File: src/rtl/spy_fifo_reader.sv
// Read-domain consumer of the spy buffer async FIFO: re-presents FIFO words as a
// valid/ready stream via a 2-entry register buffer, with enable gating, flush and counters.
module spy_fifo_reader #(
    parameter int DSIZE      = 8,
    parameter int CNTW       = 32,
    parameter int FLUSH_IDLE = 4
) (
    input  logic             rclk,
    input  logic             rrst_n,
    input  logic [DSIZE-1:0] fifo_rdata,
    input  logic             fifo_rempty,
    output logic             fifo_rinc,
    input  logic             en,
    input  logic             flush,
    output logic [DSIZE-1:0] m_data,
    output logic             m_valid,
    input  logic             m_ready,
    output logic             flushing,
    output logic [CNTW-1:0]  words_read,
    output logic [CNTW-1:0]  words_dropped
);

    localparam int IW = $clog2(FLUSH_IDLE + 1);

    typedef enum logic {S_RUN, S_FLUSH} state_t;

    state_t           r_state;
    logic [1:0]       r_count;
    logic [DSIZE-1:0] r_head;
    logic [DSIZE-1:0] r_tail;
    logic [IW-1:0]    r_idle;
    logic [CNTW-1:0]  r_rd_cnt;
    logic [CNTW-1:0]  r_drop_cnt;

    logic             w_rinc;
    logic             w_pop;
    logic [IW-1:0]    w_idle_next;
    logic             w_idle_done;

    function automatic logic [CNTW-1:0] sat_add(input logic [CNTW-1:0] a, input logic [1:0] b);
        logic [CNTW:0] s;
        s = {1'b0, a} + (CNTW + 1)'(b);
        return s[CNTW] ? '1 : s[CNTW-1:0];
    endfunction

    // No m_ready term here: the buffer only needs a free slot, which keeps the read port off the downstream path.
    assign w_rinc = rrst_n & ~fifo_rempty &
                    ((r_state == S_FLUSH) | (en & (r_count != 2'd2)));
    assign w_pop  = (r_count != 2'd0) & m_ready;

    assign w_idle_next = flush       ? '0 :
                         fifo_rempty ? r_idle + IW'(1) : '0;
    assign w_idle_done = (w_idle_next == IW'(FLUSH_IDLE));

    always_ff @(posedge rclk or negedge rrst_n) begin
        if (!rrst_n) begin
            r_state    <= S_RUN;
            r_count    <= 2'd0;
            r_head     <= '0;
            r_tail     <= '0;
            r_idle     <= '0;
            r_rd_cnt   <= '0;
            r_drop_cnt <= '0;
        end else begin
            case (r_state)
                S_RUN: begin
                    if (flush) begin
                        // Everything buffered plus any word read this cycle is discarded.
                        r_state    <= S_FLUSH;
                        r_count    <= 2'd0;
                        r_idle     <= '0;
                        r_drop_cnt <= sat_add(r_drop_cnt, r_count + {1'b0, w_rinc});
                    end else begin
                        r_count  <= r_count + {1'b0, w_rinc} - {1'b0, w_pop};
                        r_rd_cnt <= r_rd_cnt + CNTW'(w_pop);
                        if (w_rinc && (r_count == 2'd0 || (r_count == 2'd1 && w_pop))) begin
                            r_head <= fifo_rdata;
                        end else if (w_rinc) begin
                            r_tail <= fifo_rdata;
                        end else if (w_pop && r_count == 2'd2) begin
                            r_head <= r_tail;
                        end
                    end
                end
                S_FLUSH: begin
                    r_drop_cnt <= sat_add(r_drop_cnt, {1'b0, w_rinc});
                    r_idle     <= w_idle_done ? '0 : w_idle_next;
                    if (w_idle_done) begin
                        r_state <= S_RUN;
                    end
                end
                default: r_state <= S_RUN;
            endcase
        end
    end

    assign fifo_rinc     = w_rinc;
    assign m_data        = r_head;
    assign m_valid       = (r_count != 2'd0);
    assign flushing      = (r_state == S_FLUSH);
    assign words_read    = r_rd_cnt;
    assign words_dropped = r_drop_cnt;

endmodule
File: config.mk
export PLATFORM = sky130hd
export DESIGN_NAME = spy_fifo_reader
export DESIGN_NICKNAME = d
export VERILOG_FILES = /design/src/rtl/spy_fifo_reader.sv
export SDC_FILE = /design/constraint.sdc
export NUM_CORES = 1
export LEC_CHECK = 0
export CORE_MARGIN = 1.5
export CORE_UTILIZATION = 50
export DETAILED_ROUTE_END_ITERATION = 12
export HOLD_SLACK_MARGIN = 0.15
export PLACE_DENSITY_LB_ADDON = 0.2
export SKIP_LAST_GASP = 1
export SYNTH_ARGS = -nofsm -noshare
export SYNTH_HDL_FRONTEND = slang
export SYNTH_SLANG_ARGS = --single-unit
export TNS_END_PERCENT = 20
File: constraint.sdc
create_clock -name rclk -period 8.4 [get_ports rclk]
set_input_delay 2.1 -clock rclk [delete_from_list [all_inputs] [get_ports rclk]]
set_output_delay 2.1 -clock rclk [all_outputs]
set_load 0.01 [all_outputs]
=== Word level (Yosys, flattened, before mapping) ===
Index checks and enable logic that the tools add are counted.

* Register bits after elaboration: 86
* Logic and storage cells: 54
* Output and inout port bits: 75
* Input port bits: 14

* Muxes and demuxes: 16
* Reductions and logical operators: 10
* Bitwise gates (word level): 9
* Equal/unequal tests: 6
* Add/sub/neg operators: 6

{| class="wikitable"
|+ Operators with widths
! operator !! number
|-
| $mux 32 || 3
|-
| $pmux 32 s2 || 1
|-
| $add 32x1->33 || 1
|-
| $add 32x2->33 || 1
|-
| $add 32x1->32 || 1
|-
| $mux 8 || 3
|-
| $mux 3 || 4
|-
| $reduce_and 4->1 || 2
|-
| $pmux 3 s2 || 1
|-
| $and 1x1->1 || 4
|-
| $ne 2x2->1 const B || 2
|-
| $not 1->1 || 4
|-
| $reduce_bool 2->1 || 2
|-
| $add 3x1->3 const B || 1
|-
| $eq 3x3->1 const B || 1
|-
| $logic_and 1x1->1 || 3
|-
| $add 2x1->2 || 1
|-
| $eq 2x1->1 const B || 1
|-
| $eq 2x2->1 const B || 1
|-
| $logic_not 2->1 || 1
|-
| $mux 1 || 2
|-
| $mux 2 || 1
|-
| $ne 2x1->1 const B || 1
|-
| $pmux 1 s2 || 1
|-
| 4 further kinds || 4
|}

=== Longest topological paths before layout ===
Gate-level depths: netlist of the first run.

* Depth in word-level cells: 9
* Depth in mapped cells: 13
* Depth with buffers taken out: 12

=== Worst setup path before layout of the first run ===
OpenSTA, ideal clock, no wires.

* Path type: input-to-reg
* From: in en
* To: reg r_drop_cnt[24] (netlist: words_dropped[24])
* Path buffers: 0
* Arrival time: 4.638 ns
* Library setup time: 0.125 ns
* Path slack: 3.638 ns
* Data required time: 8.275 ns
* Stages on the path: 11
* Cells stage by stage: a21oi_1 nor3b_1 ha_1 ha_1 fa_1 and3_1 nand4_1 mux2i_1 and2_1 nand3_1 mux2_2

* Cells in the longest elaborated chain, start to end: 8
* Elaborated cells between the ends (all ways): 10
* Classes of those cells: add/sub: 3; mux: 4; bitwise: 3

{| class="wikitable"
|+ RTL lines
! what !! line !! RTL
|-
| start: declaration || 13 || <nowiki>input logic en,</nowiki>
|-
| $and 1x1->1 (*) || 48 || <nowiki>((r_state == S_FLUSH) | (en & (r_count != 2'd2)));</nowiki>
|-
| $or 1x1->1 (*) || 48 ||
|-
| $and 1x1->1 (*) || 47 || <nowiki>assign w_rinc = rrst_n & ~fifo_rempty &</nowiki>
|-
| net fifo_rinc || 12 || <nowiki>output logic fifo_rinc,</nowiki>
|-
| $add 2x1->2 || 72 || <nowiki>r_drop_cnt <= sat_add(r_drop_cnt, r_count + {1'b0, w_rinc});</nowiki>
|-
| $add 32x2->33 || 42 || <nowiki>s = {1'b0, a} + (CNTW + 1)'(b);</nowiki>
|-
| $mux 32 || 43 || <nowiki>return s[CNTW] ? '1 : s[CNTW-1:0];</nowiki>
|-
| $mux 32 || 67 || <nowiki>if (flush) begin</nowiki>
|-
| $pmux 32 s2 (*) || 65 || <nowiki>case (r_state)</nowiki>
|-
| end signal: assignment || 72 ||
|-
| end signal: assignment || 86 || <nowiki>r_drop_cnt <= sat_add(r_drop_cnt, {1'b0, w_rinc});</nowiki>
|-
| end: declaration || 33 || <nowiki>logic [CNTW-1:0] r_drop_cnt;</nowiki>
|}

The timed path passes the listed nets; every way through them passes the cells marked *. The select of a mux whose other input is x is not followed.
A chain may end at the register's enable or synchronous reset.

=== Final worst setup path of the first run ===
* From: in en
* To: out fifo_rinc

* Cells in the longest elaborated chain, start to end: 3

{| class="wikitable"
|+ RTL lines
! what !! line
|-
| $and 1x1->1 || 48
|-
| $or 1x1->1 || 48
|-
| $and 1x1->1 || 47
|-
| end: declaration || 12
|}

Every way passes these cells.

==> metrics.md, run 1 <==
| Metric | Value |
|---|---|
| Tot GR Track Use | 25.9% |
| Initial antenna violation count | 0 |
| CP Data Required Time | 6300 ps |
| Global Route met1 Usage | 35.9% |
| DIE AREA | 10,700 sq um |
| H-tree levels | 3 |
| EDFF count, synth | 0 |
| Worst-Margin Slew | 1040 ps |
| Core box area | 9820 sq um |
| CTS tree | done |
| CP endpoint kind | primary output |
| DIE WIDTH | 104 microns |
| Async set or reset register ratio after synthesis | 100% |
| Fmax | 171 MHz |
| Global-route wire length before repair | 22.6 mm |
| LEAKAGE | 2.63 nW |
| Met2 Resource Use GR | 40.8% |
| PostCTS Resize Cnt | 0 |
| Num Clock Sinks | 86 |
| Crit Path Class | primary input to primary output |
| Peak VDD IR | 0.118 mV |
| Final setup viols | 0 |
| Vias in the first global route | 4,424 |
| Slew HR | 30.7% |
| Final Util | 63.5% |
| Antenna viol nets, final | 0 |
| Syn_nets | 579 |
| Port-buffer cells | 88 |
| GPL Wtd Cong | 0.971 |
| Starting density of the core | 51.6% |
| Status | completed |
| DR vias | 4,659 |
| Top FF cell, synth | dfrtp_1 |
| GRT Max-Usage Layer | met2 |
| Clk Tree Root Cell | clkbuf_8 |
| Layout Nets | 651 |
| Largest area contributor in the netlist | dfrtp_1 |
| Synth area leaders | dfrtp_1, xnor2_1, nand3_1, nand2_1, nor2_1 |
| Mapped cell area | 5070 sq um |
| Mapped Cells | 555 |
| Setup Buffers After CTS | 0 |
| Clock-pin slew on the worst setup and hold paths | 90 ps |
| DR vias/cell | 6.09 |
| Total gr overflow | 0 |
| Syn Area/Cell | 9.13 sq um |
| GR Util met3 | 4.53% |
| Die height | 104 microns |
| Inserted Clock Buffers | 9 |
| Hold_buf cts | 0 |
| CP Max Fanout | 4 |
| Startpoint types | primary input |
| Total wire length | 13.6 mm |
| Max cap viols | 0 |
| Crit share post-route | 69.7% |
| Post-synth top area share | 42.5% |
| Drt wl/cell | 17.8 microns |
| Area growth syn-to-layout | 23.0% |
| Count of state elements after synthesis | 86 |
| Post-DP HPWL | 9.49 mm |
| Clock skew | 8.51 ps |
| Sequential share of the synthesized area | 42.5% |
| Final slew viol count | 0 |
| # rows | 36 |
| Worst Hold Class | register to register |
| Crit path launch | en |
| R2r startpoint | r_count[1] |
| ANT cells | 0 |
| IO Pins | 89 |
| Latest clock arrival within the worst-skew pair | 370 ps |
| Cell variety after synth | 62 |
| Critical Path AT | 3750 ps |
| Min cycle time layout | 5850 ps |
| Largest net degree at the start of global routing | 72 |
| Total negative slack | 0 ps |
| Hold Path Origin | words_read[31] |
| DR iter-0 viols | 397 |
| DRC violations left | 0 |
| Total iterations of the first detailed-routing run | 5 |
| RSZ-0062 raised after global routing | false |
| Power Density | 169 nW/um^2 |
| Top-count cell post-synth | dfrtp_1 |
| Share of layout cells above drive strength 1 | 7.44% |
| Synth cell count leaders | dfrtp_1, nand2_1, nor2_1 |
| Clk buf depth | 2 |
| Endpoints failing hold | 0 |
| Yosys warning count | 0 |
## worst paths after layout
kind,to,slack [ps],depth (start not counted)
min,words_read[31],480,1
max,fifo_rinc,2550,4
max in group asynchronous,words_dropped[26],5640,2
min reg2reg,words_read[31],480,1
max reg2reg,words_dropped[29],4220,12
min in group asynchronous,words_dropped[25],1590,1
## power by group
part           switching [mW]  internal (mW)  total, mW
registers              0.0631          0.442      0.505
clock network           0.165          0.178      0.343
logic                  0.0971          0.111      0.208
## stage by stage
stage                     hold WS [ps]  worst slack (ps)  instances  total power, mW  cell area, sq um
after global placement             463              2500        749            0.716              6010
after CTS                          478              2560        765             1.06              6230
final                              480              2550        765             1.06              6230
after global routing               520              2310        765             1.11              6230
after detailed placement           466              2320        749            0.719              6010
after floorplan                    480              3640        555            0.624              5070
## worst max-delay path, stage by stage
cell and delay [ps]:
clkdlybuf4s50_1 470, a21oi_1 80, nor3b_1 460, clkdlybuf4s50_1 640
## cell type report
class                   count  area [sq um]
repair buffers             92           908
well taps                 133           166
clock buffers              10           138
fillers                   895          3580
flip-flops and latches     86          2150
clock inverters             6          91.3
multi-input cells         425          2730
inverters                  13          48.8
## layout by cell type (no fill, tap or decap), drive strengths merged, types with 6 or more instances in the layout
cell type      Yosys  routed
nand3             43      43
nor3              12      12
inv               13      15
a211oi             7       7
and3              18      18
a31oi              8       8
and2               7       7
o21ai             27      27
mux2              12      12
clkdlybuf4s50      0      87
and4               7       7
dfrtp             86      86
xnor2             28      28
nor2              50      50
mux2i             11      11
xor2              18      18
ha                 9       9
clkbuf            16      10
nand4             24      24
a21oi             35      35
nand2             52      52
nor4               6       6
## metal layers
layer  vias to the layer above  part of all wire [%]
met1                      2267                    44
met3                        36                   7.6
met2                       200                    47
met5                         -                     0
met4                         0                   1.9
li1                       2156                     -
## sequential cells by signal (all words and copies together), names as in the netlist
signal / count
words_dropped: 32
r_tail: 8
flushing: 1
words_read: 32
r_idle: 3
m_data: 8
r_count: 2
## cells by family (layout without fill, tap and decap cells)
| logic type | count (synthesis) | after routing | share of synthesized area (%) |
|---|---|---|---|
| compound gates | 109 | 109 | 13.5 |
| xor+xnor | 46 | 46 | 7.95 |
| fa+ha+maj | 10 | 10 | 2.62 |
| buf+inv | 44 | 121 | 3.65 |
| flops | 86 | 86 | 42.5 |
| mux | 23 | 23 | 4.84 |
| simple gates | 237 | 237 | 25.0 |
No activity file was read; power rests on OpenSTA's default activity.
==> inputs of run 2 (changes only) <==
--- a/config.mk
+++ b/config.mk
@@ -6,7 +6,7 @@
 export NUM_CORES = 1
 export LEC_CHECK = 0
 export CORE_MARGIN = 1.5
-export CORE_UTILIZATION = 50
+export CORE_UTILIZATION = 48
 export DETAILED_ROUTE_END_ITERATION = 12
 export HOLD_SLACK_MARGIN = 0.15
 export PLACE_DENSITY_LB_ADDON = 0.2
==> constraint.sdc (replaced) <==
create_clock -name rclk -period 4.95 [get_ports rclk]
set_input_delay 1.2375 -clock rclk [delete_from_list [all_inputs] [get_ports rclk]]
set_output_delay 1.2375 -clock rclk [all_outputs]
set_load 0.01 [all_outputs]
==> run 2 against run 1 <==
  * Wire length rose by 0.40%
  * Largest power group unchanged
  * Largest cell class unchanged
  * Cell count rose by 1.3%
  * Sequential power rose by 70%
  * Flip-flop and latch count did not move
  * Sequential share of layout area barely moved
  * Highest routed layer unchanged
  * Final area rose by 0.12%
==> metrics.md, run 2 (synthesized netlist as in run 1, its figures left out) <==
| Metric | Value |
|---|---|
| Final WS setup | 763 ps |
| Crit path launch | fifo_rempty |
| Initial antenna violation count | 0 |
| Hold Path Origin | words_read[31] |
| Latest clock arrival within the worst-skew pair | 390 ps |
| Most common cell after layout, fill and taps aside | clkdlybuf4s50_1 |
| Register-to-Register Path Depth | 13 |
| Cell-internal power | 1.13 mW |
| DR vias/cell | 6.01 |
| Sw Share | 33.5% |
| H-tree levels | 3 |
| CP endpoint kind | register |
| Global-route wire length before repair | 22.5 mm |
| LEAKAGE | 2.63 nW |
| Total wire length | 13.6 mm |
| DR iter-0 viols | 433 |
| Core box area | 10,300 sq um |
| WL met1 | 6.20 mm |
| Cell mode on critical path | nor2_1 |
| Vias in the first global route | 4,429 |
| Total iterations of the first detailed-routing run | 5 |
| Layout Nets | 658 |
| ANT cells | 0 |
| Min Hold Slack | 475 ps |
| Starting density of the core | 49.3% |
| PostCTS Resize Cnt | 0 |
| Crit-path cells | clkdlybuf4s50_1, nor3b_1, ha_1, xor2_1, fa_1, nand3_1, nor2_1, nand4_1, buf_4, a32oi_1, nor2_1, a31oi_1 |
| Final setup viols | 0 |
| Drt wl/cell | 17.6 microns |
| Tot GR Track Use | 25.3% |
| Max Used Layer | met4 |
| # rows | 37 |
| Worst r2r dst | words_dropped[30] |
| Clock skew | 18.9 ps |
| IO Pins | 89 |
| Clock-pin slew on the worst setup and hold paths | 90 ps |
| Clk Tree Root Cell | clkbuf_8 |
| Final slew viol count | 0 |
| Largest net degree at the start of global routing | 68 |
| Comb pwr share | 21.0% |
| Sequential power share | 50.8% |
| Antenna viol nets, final | 0 |
| CP Max Fanout | 9 |
| Startpoint types | primary input |
| Min cycle time layout | 4190 ps |
| Area growth syn-to-layout | 23.2% |
| Die height | 106 microns |
| Most frequent cells in the layout | clkdlybuf4s50_1, dfrtp_1, nand2_1, nor2_1, nand3_1 |
| Share of layout cells above drive strength 1 | 8.45% |
| Post-DP HPWL | 9.68 mm |
| Total gr overflow | 0 |
| Met2 WL post-DR | 6.16 mm |
| DRC violations left | 0 |
| Critical Path AT | 4490 ps |
| Total negative slack | 0 ps |
| Slowest cell on the critical path | clkdlybuf4s50_1 |
| Crit share post-route | 84.6% |
| Final instance area | 6240 sq um |
| Power Density | 272 nW/um^2 |
| Endpoints failing hold | 0 |
| Port-buffer cells | 88 |
| DIE AREA | 11,200 sq um |
| DIE WIDTH | 106 microns |
| Num Clock Sinks | 86 |
| Hold_buf cts | 0 |
| R2r startpoint | r_count[1] |
| Place WS | 426 ps |
| Clk buf depth | 2 |
| GPL Wtd Cong | 0.924 |
| Max cap viols | 0 |
| Worst-Margin Slew | 851 ps |
| RSZ-0062 raised after global routing | false |
| Setup Buffers After CTS | 0 |
| Worst hold path depth | 1 |
| Peak VDD IR | 0.177 mV |
| Reg2reg setup slack | 1500 ps |
| Fmax | 239 MHz |
| Clock share of power | 28.2% |
| Slew HR | 42.7% |
| CTS tree | done |
| NetSw | 0.568 mW |
| Status | completed |
| CP Data Required Time | 5250 ps |
| Inserted Clock Buffers | 9 |
| DR vias | 4,656 |
| DR WL met3 | 995 microns |
| Hold worst-path end | words_read[31] |
| CP max stage delay | 490 ps |
| Worst Hold Class | register to register |
| Placed Area | 6060 sq um |
| Crit Path Class | primary input to register |
-- run 2: per-stage QoR --
stage / util (%) / cells / power (mW)
3_3_place_gp: 59.0 / 759 / 1.22
3_5_place_dp: 59.0 / 759 / 1.23
5_1_grt: 60.7 / 775 / 1.79
2_1_floorplan: - / 555 / 1.06
4_1_cts: 60.7 / 775 / 1.70
6_report: 60.7 / 775 / 1.70
-- run 2: power groups by stage --
stage	registers, mW	clock network, mW	logic [mW]
final	0.861	0.478	0.356
after global routing	0.875	0.515	0.398
after CTS	0.858	0.483	0.358
after detailed placement	0.872	0	0.355
after global placement	0.867	0	0.350
after floorplan	0.832	0	0.226
-- run 2: per-layer routing --
metal  up-vias  global-route usage [%]
li1       2169                       -
met1      2280                    36.1
met2       190                    38.9
met3        17                    3.46
met4         0                    10.1
met5         -                       0
-- run 2: worst max-delay path by stage --
stage / to / slack, ps / cells past startpoint
after floorplan: words_dropped[24] / 1050 / 11
after global placement: words_dropped[24] / 540 / 12
after detailed placement: words_dropped[30] / 430 / 12
after CTS: words_dropped[30] / 810 / 12
after global routing: words_dropped[30] / 350 / 12
final: words_dropped[30] / 760 / 12
-- run 2: final cells by class --
cell class	count	area, sq um
well taps	136	170
clock buffers	9	124
multi-input cells	425	2730
clock inverters	7	56.3
repair buffers	99	961
flip-flops and latches	86	2150
fillers	915	4040
inverters	13	48.8
-- run 2: worst max-delay path, delay by kind of cell --
family	cells	cell delay, ps
xor gates and xnor gates	1	270
buffers and inverters	2	800
and+or+nand+nor	5	1260
AOI/OAI and AO/OA	2	390
adders and majority gates	2	530
==> inputs of run 3 (changes only) <==
==> constraint.sdc (replaced) <==
create_clock -name rclk -period 3.7 [get_ports rclk]
set_input_delay 0.925 -clock rclk [delete_from_list [all_inputs] [get_ports rclk]]
set_output_delay 0.925 -clock rclk [all_outputs]
set_load 0.01 [all_outputs]
==> run 3 against run 2 <==
  * Core utilization rose by 2.4 points
  * Largest cell class unchanged
  * First-iteration DRC count fell by 21%
  * Global-route usage rose by 0.93 points
  * Combinational power rose by 40%
  * Clock skew fell by 6.6 ps
  * Final area rose by 3.9%
  * Via count rose by 2.3%
  * Critical path depth rose by 2
  * Clock power rose by 44%
  * Sequential power rose by 34%
==> metrics.md, run 3 (synthesized netlist as in run 1, its figures left out) <==
| Metric | Value |
|---|---|
| DR vias/cell | 5.93 |
| Core box area | 10,300 sq um |
| DR vias | 4,765 |
| Initial antenna violation count | 0 |
| Crit Path Class | primary input to register |
| CP endpoint kind | register |
| Worst Hold Class | register to register |
| Critical Path End | words_dropped[14] |
| Max cap viols | 0 |
| Total negative slack | 0 ps |
| CP Max Fanout | 5 |
| Power Density | 360 nW/um^2 |
| Peak VDD IR | 0.321 mV |
| RSZ-0062 raised after global routing | true |
| Most common cell after layout, fill and taps aside | clkdlybuf4s50_1 |
| # rows | 37 |
| Vias in the first global route | 4,797 |
| Slew HR | 47.1% |
| GPL Wtd Cong | 0.977 |
| Tot GR Track Use | 26.2% |
| Latest clock arrival within the worst-skew pair | 360 ps |
| Status | completed |
| Port-buffer cells | 88 |
| Starting density of the core | 49.3% |
| Endpoints failing hold | 0 |
| Post-Place Cells | 788 |
| Total gr overflow | 0 |
| Post-DP HPWL | 10.1 mm |
| Total iterations of the first detailed-routing run | 7 |
| Area growth syn-to-layout | 28.0% |
| Crit path launch | en |
| Reg2reg setup slack | 620 ps |
| Die height | 106 microns |
| Register-to-Register Path Depth | 14 |
| DIE AREA | 11,200 sq um |
| Final setup viols | 0 |
| Clock skew | 12.2 ps |
| Startpoint types | primary input |
| Crit share post-route | 95.9% |
| LEAKAGE | 2.79 nW |
| Fmax | 282 MHz |
| IO Pins | 89 |
| Post-route non-filler standard cell count | 804 |
| Min cycle time layout | 3550 ps |
| DRC violations left | 0 |
| CTS tree | done |
| Hold_buf cts | 0 |
| Share of layout cells above drive strength 1 | 12.6% |
| Total wire length | 14.0 mm |
| DR iter-0 viols | 341 |
| Final slew viol count | 0 |
| Drt wl/cell | 17.4 microns |
| Worst-Margin Slew | 794 ps |
| Most frequent cells in the layout | clkdlybuf4s50_1, dfrtp_1, nand2_1, nor2_1, nand3_1 |
| CP Data Required Time | 3960 ps |
| Layout Nets | 688 |
| Inserted Clock Buffers | 9 |
| Global-route wire length before repair | 23.6 mm |
| Clk Tree Root Cell | clkbuf_8 |
| DIE WIDTH | 106 microns |
| Clock-pin slew on the worst setup and hold paths | 90 ps |
| Antenna viol nets, final | 0 |
| H-tree levels | 3 |
| Clk buf depth | 2 |
| Num Clock Sinks | 86 |
| ANT cells | 0 |
| Largest net degree at the start of global routing | 64 |
| R2r startpoint | r_count[1] |
| Worst r2r dst | words_dropped[14] |
| Critical Path AT | 3810 ps |
-- run 3: cell types whose count changed in the layout (fill, tap and decap cells not counted), sizes merged --
cell / previous run / this run
bufinv: 0 / 1
buf: 12 / 42
clkinvlp: 3 / 2
inv: 16 / 15
-- run 3: how the worst min path moves through the flow --
| stage | startpoint | to | slack (ps) | cells after the start |
|---|---|---|---|---|
| 6_report | words_read[31] | words_read[31] | 480 | 1 |
| 2_1_floorplan | r_tail[0] | r_tail[0] | 480 | 1 |
| 4_1_cts | words_read[31] | words_read[31] | 480 | 1 |
| 3_5_place_dp | words_read[31] | words_read[31] | 470 | 1 |
| 5_1_grt | words_read[31] | words_read[31] | 510 | 1 |
| 3_3_place_gp | words_read[31] | words_read[31] | 460 | 1 |
-- run 3: through the flow --
step	utilization, %	hold WS [ps]	power, mW	setup slack, ps	cell area, sq um
after detailed placement	61.1	467	1.66	-190	6280
after CTS	63.0	482	2.35	166	6470
after floorplan	-	480	1.42	113	5070
after global placement	61.1	462	1.65	-159	6280
final	63.1	483	2.34	151	6480
after global routing	63.1	508	2.46	-21.4	6480
-- run 3: metal layers --
layer | track usage, % | wire length (microns) | vias up
met5 | 0 | 0 | -
met3 | 4.64 | 1040 | 30
met4 | 10.3 | 278 | 0
met2 | 39.7 | 6410 | 207
li1 | - | - | 2229
met1 | 37.4 | 6250 | 2299
-- run 3: worst max-delay path: stages --
cell             delay (ps)
clkdlybuf4s50_1         480
a21oi_1                  80
nor3b_1                 260
ha_1                    230
xor2_1                  250
fa_1                    260
nand3_1                 120
buf_4                   170
nor2_1                  190
buf_4                   190
nand2_1                  70
o21ai_0                 200
a21oi_1                 110
o31ai_1                 260
-- run 3: layout make-up --
type / count / area [sq um]
Clock buffer: 9 / 124
Clock inverter: 6 / 71.3
Fill cell: 904 / 3790
Inverter: 13 / 48.8
Multi-Input combinational cell: 425 / 2730
Sequential cell: 86 / 2150
Tap cell: 136 / 170
Timing Repair Buffer: 129 / 1190
-- run 3: power by group --
group,total (mW),switching [mW],internal (mW)
clock,0.688,0.373,0.315
combinational,0.500,0.229,0.271
sequential,1.15,0.147,1.00
-- run 3: timing repair --
| item | CTS | global route |
|---|---|---|
| resized for setup | 0 | 1 |
| buffers inserted | 0 | 1 |
| endpoints found under the setup margin | 0 | 12 |
==> patch 1: new RTL, config.mk and constraints of run 3 <==
Change the parameter `CNTW` from 32 to 16.
--- a/src/rtl/spy_fifo_reader.sv
+++ b/src/rtl/spy_fifo_reader.sv
@@ -2,7 +2,7 @@
 // valid/ready stream via a 2-entry register buffer, with enable gating, flush and counters.
 module spy_fifo_reader #(
     parameter int DSIZE      = 8,
-    parameter int CNTW       = 32,
+    parameter int CNTW       = 16,
     parameter int FLUSH_IDLE = 4
 ) (
     input  logic             rclk,
Ports: changed (resized words_dropped and words_read); port bits go from 89 to 57. No check against the original RTL was run, so the function may have changed too.
==> patch 1 against run 3 <==
  * Area after synthesis fell by 39%
  * Synthesized cell count fell by 40%
  * Worst setup slack better by 0.031 ns
  * Sequential power shrank 34%
  * Global-route usage is 3.8 points lower
  * Via count decreased by 41%
  * Power decreased by 33%
  * Cell area is 39% lower
  * Largest cell class unchanged
  * Highest routed layer unchanged
  * Wire length decreased by 47%
  * Sequential cell count fell by 32
==> patch 1: results (changes against run 3) <==
CTS
  – Post-CTS clock slew at the launch and capture registers of the worst setup and hold paths: about 0.10 ns
  – Root Driver: sky130_fd_sc_hd__clkbuf_8
  – Clock Latency Late Sink: 0.32 ns (-0.04 ns)
  – Buffer count from post-CTS setup fixing: 0 (unchanged)
  – Number of buffers added by the clock tree synthesis step: 5 (-4)
  – Post-cts repair resize count: 0 (unchanged)
  – Max H-tree Level: 2 (-1)

Global routing
  – Maximum number of pins on one net before global-route repair: 55 (-14%)
  – Global-route wire length before repair: 12530 um (-47%)
  – Antenna violations before repair: 0 (unchanged)
  – GR Util All Layers: 0.2238 (-0.03850)
  – Vias in the first global route: 2595 (-46%)

Job
  – Number of violations of the max-capacitance limit: 0 (unchanged)

Critical path
  – Slowest CP cell: sky130_fd_sc_hd__or4_4
  – Largest stage delay, worst path: ~0.47 ns
  – Crit. Startpoint: fifo_rempty
  – Highest net fanout along the worst path: 5 (unchanged)
  – Data arrival time at the worst-slack endpoint: 3.75 ns (-0.06 ns)

Yosys
  – Post-Syn Nets: 357 (-38%)
  – Sequential fraction of the synthesis area: 0.4357 (+0.01097)
  – Top cells by instance count after synthesis: 54 x sky130_fd_sc_hd__dfrtp_1, 33 x sky130_fd_sc_hd__nand2_1, 28 x sky130_fd_sc_hd__nor2_1
  – Share of the synthesized area in the top cell type: 0.4357 (+0.01097)
  – Leading cell types by total area after synthesis: sky130_fd_sc_hd__dfrtp_1 44%, sky130_fd_sc_hd__xnor2_1 4.8%, sky130_fd_sc_hd__nand2_1 4.0%, sky130_fd_sc_hd__mux2i_1 3.9%, sky130_fd_sc_hd__ha_1 3.6%
  – Yosys warns: 0 (unchanged)
  – Count of unique library cells instantiated by Yosys: 50 (-19%)

Placed design
  – Post-placement worst setup slack: -0.1457 ns (+0.04477 ns)
  – Gpl congestion: 0.9037 (-7.5%)
  – Number of buffer cells added on primary ports: 56 (-36%)
  – HPWL after detailed placement: 5312 um (-48%)

Pwr
  – Switching portion of total power: 0.3404 (+0.01992)
  – Worst supply voltage drop on vdd: 0.2563 mV (-20%)
  – Leakage power figure: 0.001730 uW (-38%)

Timing
  – Max-Slew Margin vs Limit: 0.5480 (+0.07748)
  – Setup clock skew after layout: 0.01199 ns (-0.0002344 ns)

Drt
  – DRC violation total after the first TritonRoute iteration: 242 (-29%)
  – Length of the first detailed-routing pass in iterations: 5 (-2)
  – Total Wirelength: 7475 um (-47%)
  – Via density per instance: 5.803 (-2.1%)

Final layout
  – Final net count: 429 (-38%)
  – Share of final-layout standard cells stronger than drive strength 1: 0.1158 (-0.009985)
  – Number of inserted filler cells in the final layout: 558 (-38%)

Hold path
  – Launch point of the worst hold path: words_read[15]
  – Path class of the lowest-slack min-delay path: reg2reg

Status
  – Run status: completed
==> patch 1: changes by cell type after synthesis, sizes merged, moves of 13 or more <==
cell / before / now
and3: 18 / 5
nand2: 52 / 33
a21oi: 35 / 19
dfrtp: 86 / 54
nand4: 24 / 9
nand3: 43 / 20
xor2: 18 / 5
nor2: 50 / 28
==> patch 1: power by group through the flow <==
| stage | Clock (uW) | Combinational [uW] | Sequential, uW |
|---|---|---|---|
| 3_3_place_gp | 0 | 426 | 766 |
| 2_1_floorplan | 0 | 229 | 750 |
| 6_report | 366 | 438 | 756 |
| 5_1_grt | 397 | 488 | 767 |
| 3_5_place_dp | 0 | 438 | 766 |
| 4_1_cts | 375 | 440 | 756 |
==> patch 1: cell families after synthesis <==
group / synth area share
buf+inv: 0.03066
simple gates: 0.2182
mux: 0.06777
fa+ha+maj: 0.04276
xor+xnor: 0.06212
compound gates: 0.1428
flops: 0.4357
==> patch 1: layout make-up <==
cell class	instances	area [um2]	area share
clock buffer	6	82.58	0.02079
clock inverter	2	16.27	0.004096
inverter	9	33.78	0.008507
multi-input combinational	255	1655	0.4168
sequential	54	1351	0.3403
tap	77	96.34	0.02426
timing repair buffer	80	735.7	0.1853
==> patch 1: stage by stage <==
step	instance area (um2)	TNS [ns]	cells
final	3971	0	483
after detailed placement	3872	-0.5643	475
after CTS	3971	0	483
after global placement	3872	-0.05438	475
after global routing	3971	0	483
after floorplan	3102	0	333
==> patch 1: final timing paths <==
check	slack, ns	endpoint	cells past startpoint
max in group asynchronous	2.44	m_data[0]	2
hold reg to reg	0.48	words_read[15]	1
min in group asynchronous	0.80	words_dropped[10]	2
setup reg to reg	0.69	words_dropped[6]	11
setup / recovery	0.18	words_dropped[6]	11
hold / removal	0.48	words_read[15]	1
==> patch 1: layer usage <==
layer | part of all wire | global-route usage | wire (um) | vias to the layer above
met3 | 0.064 | 0.04175 | 479 | 9
li1 | - | - | - | 1346
met4 | 0.014 | 0.06212 | 104 | 0
met5 | 0 | 0 | 0 | -
met2 | 0.48 | 0.3718 | 3611 | 89
met1 | 0.44 | 0.3013 | 3280 | 1359
==> patch 1: critical path, delay by kind of cell <==
kind | cells | cell delay [ns]
compound gates | 3 | 0.71
xor+xnor | 1 | 0.24
fa+ha+maj | 2 | 0.54
buf+inv | 1 | 0.42
simple gates | 4 | 0.91
==> patch 2: new RTL, config.mk and constraints of run 3 <==
Made on the original files. Reset style: synchronous (`rrst_n`), changed in one clocked block. Comments in the files are not updated.
--- a/src/rtl/spy_fifo_reader.sv
+++ b/src/rtl/spy_fifo_reader.sv
@@ -52,7 +52,7 @@
                          fifo_rempty ? r_idle + IW'(1) : '0;
     assign w_idle_done = (w_idle_next == IW'(FLUSH_IDLE));
 
-    always_ff @(posedge rclk or negedge rrst_n) begin
+    always_ff @(posedge rclk) begin
         if (!rrst_n) begin
             r_state    <= S_RUN;
             r_count    <= 2'd0;
Function: differs if rrst_n is asserted again (counterexample within 4 cycles, from zero or initial values and one cycle with rrst_n low); with rrst_n held inactive, the same outputs for 10 cycles.
==> patch 2 against run 3 <==
  * Area after synthesis rose by 2.2%
  * Worst setup slack got worse by 0.044 ns
  * Via count rose by 13%
  * Sequential cell count did not move
  * Cell area rose by 0.23%
  * Core utilization fell by 0.70 points
  * Register-to-register slack improved by 0.05 ns
  * Hold slack got worse by 0.011 ns
  * Wire length rose by 12%
Power is not compared: it rests on default switching activity, and its combinational part moved more than twofold at a synthesized area within 25%.
==> patch 2: results (changes against run 3) <==
Status
  – Run status: completed

Placed design
  – Post-placement worst setup slack: -0.2509 ns (-0.06044 ns)
  – Gpl congestion: 1.009 (+3.2%)
  – Count of placed standard cells including taps: 867 (+10%)
  – HPWL after detailed placement: 11310 um (+11%)

Yosys
  – Sequential fraction of the synthesis area: 0.3325 (-0.09216)
  – Count of unique library cells instantiated by Yosys: 65 (+4.8%)
  – Async set or reset register ratio after synthesis: 0 (-1.000)
  – Top cells by instance count after synthesis: 86 x sky130_fd_sc_hd__dfxtp_1, 77 x sky130_fd_sc_hd__nor2_1, 55 x sky130_fd_sc_hd__nand2_1
  – Post-Syn Nets: 669 (+16%)

Hold path
  – Worst Hold End: r_idle[1]
  – Worst hold path stage count: 2 (+1)

Critical path
  – Endpoint of the worst register-to-register path: words_dropped[3]
  – Data arrival time at the worst-slack endpoint: 3.85 ns (+0.04 ns)
  – Reg-to-Reg Start: r_count[0]
  – Crit. Startpoint: rrst_n

Final layout
  – Total of plain and repair buffers excluding clock buffers: 128 (-0.78%)
  – NonClk Buf Share: 0.1836 (+0.0007315)
  – Number of sequential cells in the layout: 86 (unchanged)
  – Clk cell area share: 0.02695 (-0.003149)
  – Number of inserted filler cells in the final layout: 946 (+4.6%)
  – Number of non-clock inverters: 10 (-3)
  – Count of multi-input gates: 507 (+19%)
  – Final net count: 766 (+11%)
  – Multi-input gate share of total cell area: 0.4926 (+0.07121)

Global routing
  – Vias in the first global route: 4970 (+3.6%)
  – Met1 Usage GRT: 0.3923 (+0.01860)
  – GR met2 Demand/Resource: 0.4304 (+0.03337)
  – GR Util All Layers: 0.2818 (+0.01945)
  – Maximum number of pins on one net before global-route repair: 67 (+4.7%)

Timing
  – Worst hold margin: 0.4724 ns (-0.01055 ns)
  – Transition at the pin with the smallest max-transition slack: 0.9007 ns (+0.1065 ns)
  – Clock period minus final worst setup slack: 3.593 ns (+0.04369 ns)

Drt
  – Total Wirelength: 15730 um (+12%)
  – Average routed wire per standard cell: 17.83 um (+2.5%)
  – Wire length on met3: 1416 um (+36%)
  – Met1 WL: 6886 um (+10%)
  – DRC violation total after the first TritonRoute iteration: 592 (+74%)
  – Length of the first detailed-routing pass in iterations: 6 (-1)
patch 2: changes by cell type in the layout (fill, tap and decap cells not counted), sizes merged, moves of 5 or more:
cell,run 3,this run
and3,18,5
dfrtp,86,0
dfxtp,0,86
mux2,12,0
mux2i,11,20
nand4,24,29
nor2,50,78
nor3,12,26
nor4,6,15
o21ai,27,37
or3,3,10
or4,1,6
xnor2,28,17
xor2,18,25
patch 2: power by group through the flow:
stage	registers [uW]	clock network [uW]	logic [uW]
after floorplan	964	0	76.8
after global placement	964	0	139
after detailed placement	965	0	142
after CTS	943	643	142
after global routing	945	680	154
final	943	629	144
patch 2: logic make-up (layout without fill, tap and decap cells):
group,after synthesis,after routing,share of synthesized area
fa+ha+maj,10,10,0.02562
xor+xnor,42,42,0.07105
compound gates,134,134,0.1665
buf+inv,52,153,0.05027
simple gates,301,301,0.3154
mux,20,20,0.03867
flops,86,86,0.3325
